--- src/rtl/button_step_gen.sv ---
// Purpose: synchronize and debounce Up/Down buttons, emit one-cycle inc/dec steps with hold-to-repeat.
// Latency: raw edge to first step pulse is 3+DEBOUNCE_CYCLES cycles; repeats follow REPEAT_DELAY then REPEAT_PERIOD.
// Backpressure: none; pulses are fire-and-forget, and en=0 parks the step FSM in LOCK.
module button_step_gen #(
  parameter int DEBOUNCE_CYCLES = 50000,
  parameter int REPEAT_DELAY    = 50000000,
  parameter int REPEAT_PERIOD   = 10000000,
  parameter int CNT_W           = 32
) (
  input  logic clk,
  input  logic rst,
  input  logic btnU,
  input  logic btnD,
  input  logic en,
  output logic inc_pulse,
  output logic dec_pulse,
  output logic btnU_level,
  output logic btnD_level
);

  localparam logic [CNT_W-1:0] DB_LAST  = CNT_W'(DEBOUNCE_CYCLES - 1);
  localparam logic [CNT_W-1:0] RD_LAST  = CNT_W'(REPEAT_DELAY - 1);
  localparam logic [CNT_W-1:0] RP_LAST  = CNT_W'(REPEAT_PERIOD - 1);
  localparam logic [CNT_W-1:0] CNT_ONE  = CNT_W'(1);
  localparam logic [CNT_W-1:0] CNT_ZERO = '0;

  typedef enum logic [2:0] {
    IDLE   = 3'd0,
    HOLD_U = 3'd1,
    RPT_U  = 3'd2,
    HOLD_D = 3'd3,
    RPT_D  = 3'd4,
    LOCK   = 3'd5
  } state_t;

  logic [1:0]       sync_u;
  logic [1:0]       sync_d;
  logic             s_u;
  logic             s_d;
  logic [CNT_W-1:0] cnt_u;
  logic [CNT_W-1:0] cnt_d;
  logic [CNT_W-1:0] timer;
  logic [CNT_W-1:0] timer_n;
  state_t           state;
  state_t           state_n;
  logic             inc_n;
  logic             dec_n;

  assign s_u = sync_u[1];
  assign s_d = sync_d[1];

  // Two-flop synchronizers bring the raw buttons into the clk domain.
  always_ff @(posedge clk) begin
    if (rst) begin
      sync_u <= 2'b00;
      sync_d <= 2'b00;
    end else begin
      sync_u <= {sync_u[0], btnU};
      sync_d <= {sync_d[0], btnD};
    end
  end

  // Debouncers: the level flips only after DEBOUNCE_CYCLES consecutive disagreeing samples.
  always_ff @(posedge clk) begin
    if (rst) begin
      cnt_u      <= CNT_ZERO;
      cnt_d      <= CNT_ZERO;
      btnU_level <= 1'b0;
      btnD_level <= 1'b0;
    end else begin
      if (s_u == btnU_level) begin
        cnt_u <= CNT_ZERO;
      end else if (cnt_u == DB_LAST) begin
        btnU_level <= s_u;
        cnt_u      <= CNT_ZERO;
      end else begin
        cnt_u <= cnt_u + CNT_ONE;
      end
      if (s_d == btnD_level) begin
        cnt_d <= CNT_ZERO;
      end else if (cnt_d == DB_LAST) begin
        btnD_level <= s_d;
        cnt_d      <= CNT_ZERO;
      end else begin
        cnt_d <= cnt_d + CNT_ONE;
      end
    end
  end

  // Step FSM next-state: first press pulses at once, holding repeats; both buttons or en=0 lock out.
  always_comb begin
    state_n = state;
    timer_n = timer;
    inc_n   = 1'b0;
    dec_n   = 1'b0;
    if (!en) begin
      state_n = LOCK;
      timer_n = CNT_ZERO;
    end else begin
      case (state)
        IDLE: begin
          timer_n = CNT_ZERO;
          if (btnU_level && btnD_level) begin
            state_n = LOCK;
          end else if (btnU_level) begin
            state_n = HOLD_U;
            inc_n   = 1'b1;
          end else if (btnD_level) begin
            state_n = HOLD_D;
            dec_n   = 1'b1;
          end
        end
        HOLD_U, RPT_U: begin
          if (!btnU_level) begin
            state_n = IDLE;
            timer_n = CNT_ZERO;
          end else if (btnD_level) begin
            state_n = LOCK;
            timer_n = CNT_ZERO;
          end else if (timer == ((state == HOLD_U) ? RD_LAST : RP_LAST)) begin
            state_n = RPT_U;
            timer_n = CNT_ZERO;
            inc_n   = 1'b1;
          end else begin
            timer_n = timer + CNT_ONE;
          end
        end
        HOLD_D, RPT_D: begin
          if (!btnD_level) begin
            state_n = IDLE;
            timer_n = CNT_ZERO;
          end else if (btnU_level) begin
            state_n = LOCK;
            timer_n = CNT_ZERO;
          end else if (timer == ((state == HOLD_D) ? RD_LAST : RP_LAST)) begin
            state_n = RPT_D;
            timer_n = CNT_ZERO;
            dec_n   = 1'b1;
          end else begin
            timer_n = timer + CNT_ONE;
          end
        end
        LOCK: begin
          timer_n = CNT_ZERO;
          if (!btnU_level && !btnD_level) begin
            state_n = IDLE;
          end
        end
        default: begin
          state_n = IDLE;
          timer_n = CNT_ZERO;
        end
      endcase
    end
  end

  // State, shared timer and registered one-cycle step pulses.
  always_ff @(posedge clk) begin
    if (rst) begin
      state     <= IDLE;
      timer     <= CNT_ZERO;
      inc_pulse <= 1'b0;
      dec_pulse <= 1'b0;
    end else begin
      state     <= state_n;
      timer     <= timer_n;
      inc_pulse <= inc_n;
      dec_pulse <= dec_n;
    end
  end

endmodule

--- config.mk ---
export PLATFORM = sky130hd
export DESIGN_NAME = button_step_gen
export DESIGN_NICKNAME = d
export VERILOG_FILES = /design/src/rtl/button_step_gen.sv
export SDC_FILE = /design/constraint.sdc
export NUM_CORES = 1
export LEC_CHECK = 0
export BUFFER_PORTS_ARGS = -buffer_cell sky130_fd_sc_hd__buf_4
export CORE_UTILIZATION = 60
export DETAILED_ROUTE_END_ITERATION = 6
export GPL_TIMING_DRIVEN = 0
export PLACE_DENSITY = 0.77
export SLEW_MARGIN = 20
export SYNTH_ARGS = -nofsm -noshare
export SYNTH_HDL_FRONTEND = slang
export SYNTH_SLANG_ARGS = --single-unit
--- constraint.sdc ---
create_clock -name clk -period 3.1 [get_ports clk]
set_input_delay 0.62 -clock clk [delete_from_list [all_inputs] [get_ports clk]]
set_output_delay 0.62 -clock clk [all_outputs]
set_load 0.02 [all_outputs]
==> results.md <==
- Slew HR: 48.4%
- Syn avg cell area: slightly below 9 sq um
- Clock sinks: 107
- CTS Buffer Depth: 2
- Clk_lat worst skew: around 0.37 ns
- # fillers: ~680
- Inserted Diodes: 0
- Net switching power figure: between 0.4 and 0.5 mW
- Clk_skew: 0.00948 ns
- Status: completed
- Worst hold path class: register to register
- Internal: approximately 1.8 mW
- Met3 GRT Util: 5.99%
- Residual DRC: 0
- Max incr delay on CP: 0.40 ns
- Detailed-route wire length per cell: roughly 14 um
- Crit-path leading delay family: simple AND/OR/NAND/NOR gates
- FMAX: 0.458 GHz
- DP Cell Count: about 680
- CP Class: register to register
- Area delta synth->final: 8.15%
- Crit path DAT: between 2 and 2.5 ns
- GPL Wtd Cong: 0.825
- Chip Width: 92.6 um
- Top FF cell, synth: dfxtp_1
- Post-synth EDFFs: 0
- Cell Rows: 32
- Commonest non-fill, non-tap cell in the layout: nor2_1
- Most used cell, CP: clkbuf_1
- Fin crit share: ~70%
- Largest net degree at the start of global routing: 17
- Max-slew violations: 0
- Worst-path cell chain: nor4_1 -> nand4_1 -> nor3_1 -> or3_1 -> clkbuf_1 -> clkbuf_1 -> nor2_1
- Number of global-route vias before repair: approximately 3700
- Core area: 7850 sq um
- Met1 usage: 27.7%
- Worst setup path start: cnt_d[28]
- Combinational Power Share: under 10%
- Crit-path max FO: 10
- Post-route ant nets: 0
- Bufs and invs on worst path: 2
- Leak: between 1.5 and 2 nW
- CTS tree: yes
- Worst path required time: 3.36 ns
- Layout cells sized above 1: approximately 7.8%
- Reg power frac: ~59%
- Finish-stage setup viols: 0
- Die H: around 90 um
- DRT iter0 DRCs: between 100 and 150
- Clock power frac: between 30% and 40%
- Pwr Density: roughly 440 nW/um^2
- Number of distinct library cells after synthesis: between 40 and 50
- Worst VDD drop: about 300 uV
- Antenna violations before repair: 0
- Reg2reg start: cnt_d[28]
- Crit start category: register
- Pre-CTS setup slack: ~0.96 ns
- Netlist Area Pre-Place: 4930 sq um
- Setup TNS: 0 ns
- Setup Buffers After CTS: 0
- DIE AREA: approximately 8600 sq um
- RSZ-0062 raised after global routing: no
- CTS buffer count: 9
- Hold buffers post-CTS: 0
- H-tree levels: 3
- Final #Nets: 596
- Clock transition at path regs: about 0.1 ns
- Worst hold start: sync_d[0]
- Grt ovf: 0
- Port Buffers: 8
- Total power: between 2 and 2.5 mW
- Worst Slack Setup Final: about 0.9 ns
- FFs w/ async S/R, synth: 0%
- Final wirelength: between 9 and 10 mm
- Most frequent cells in the layout: nor2_1, dfxtp_1, xor2_1
- Setup crit end kind: register
- Fin cells: around 700
- Net Count, Synth: between 500 and 600
- IO Count: 9
- Worst-margin pin slew: approximately 0.77 ns
- Via count: around 3900
- DR pass1 iterations: 4
- Grt met2 use: between 40% and 50%
- Post-CTS sizing: 0
- Net Sw Frac: 20.9%
- Initial Util: 62.8%
- Total GRT Usage: about a quarter
- DR vias/cell: ~5.6
- Minimum clock period: ~2.2 ns
- Post-synthesis sequential area ratio: between 40% and 50%
- CTS Root Cell: clkbuf_8
- Gr busiest metal: met2
- Yosys reg bits: about 110
- Cell count after synthesis: approximately 570
- Yosys Warn Count: 0
- Global-route wire length before repair: 16.0 mm
- CP max-delay cell: nor3_1
- DP Wirelength: approximately 6.5 mm
- Max cap viols: 0
- Fin. Hold Viols: 0
final cells by class:
class / instances / area [sq um] / share of cell area (%)
buffer: 23 / 113 / 2.11
clock buffer: 13 / 169 / 3.17
clock inverter: 3 / 45.0 / 0.845
inverter: 10 / 37.5 / 0.704
multi-input combinational: 429 / 2640 / 49.4
sequential: 107 / 2140 / 40.2
tap: 102 / 128 / 2.39
timing repair buffer: 8 / 60.1 / 1.13
power by group through the flow:
stage / logic, mW / registers (mW) / clock network [mW]
floorplan: 0.0401 / 1.41 / 0
global placement: 0.0520 / 1.41 / 0
detailed placement: 0.0527 / 1.42 / 0
CTS: 0.0533 / 1.38 / 0.909
global route: 0.0589 / 1.38 / 0.969
finish: 0.0533 / 1.38 / 0.891
per-stage QoR:
step	utilization (%)	hold WS, ns	cell area (sq um)
3_3_place_gp	65.2	0.423	5110
3_5_place_dp	65.2	0.432	5110
5_1_grt	67.9	0.462	5330
6_report	67.9	0.450	5330
2_1_floorplan	-	0.414	4930
4_1_cts	67.9	0.459	5330
cells in the mapped netlist, types with 3 or more instances:
cell type  number  area, sq um
nor2_1        119          447
dfxtp_1       107         2140
xor2_1         58          508
nand3_1        42          210
xnor2_1        34          298
nand2_1        30          113
nand4_1        25          156
and3_1         24          150
clkbuf_1       17         63.8
inv_1          10         37.5
nor4_1         10         62.6
nor3_1          9         45.0
o21ai_0         9         45.0
and4_1          8         70.1
nor2b_1         8         50.1
a21oi_1         7         35.0
and2_1          4         25.0
or3_1           4         25.0
buf_2           3         15.0
buf_6           3         33.8
ha_1            3         37.5
mux2i_1         3         30.0
nand2b_1        3         18.8
nor4_2          3         37.5
sequential cells by signal, summed over array words and instances, names as in the netlist:
| signal | count |
|---|---|
| sync_u | 2 |
| cnt_u | 32 |
| dec_pulse | 1 |
| sync_d | 2 |
| state | 3 |
| btnD_level | 1 |
| timer | 32 |
| inc_pulse | 1 |
| btnU_level | 1 |
| cnt_d | 32 |
worst paths after layout:
check	endpoint	cells after the start	slack, ns
worst max-delay path	cnt_d[24]	7	0.92
worst min-delay path	sync_d[1]	1	0.45
worst max register to register	cnt_d[24]	7	0.92
worst min register to register	sync_d[1]	1	0.45
cell families (layout without fill, tap and decap cells):
| family | count (synthesis) | after routing | share of synthesized area [%] |
|---|---|---|---|
| XOR/XNOR | 92 | 92 | 16.4 |
| buffers and inverters | 33 | 57 | 3.05 |
| AND/OR/NAND/NOR | 307 | 307 | 32.4 |
| AO/OA/AOI/OAI | 23 | 23 | 3.17 |
| adder cells (fa/ha/maj) | 4 | 4 | 0.965 |
| flip-flops | 107 | 107 | 43.5 |
| multiplexers | 3 | 3 | 0.609 |
routing by layer:
layer | wire length [um] | vias to the layer above
li1 | - | 1967
met1 | 4320 | 1847
met2 | 4720 | 45
met3 | 277 | 7
met4 | 88 | 0
met5 | 0 | -
No activity file was read; power rests on OpenSTA's default activity.
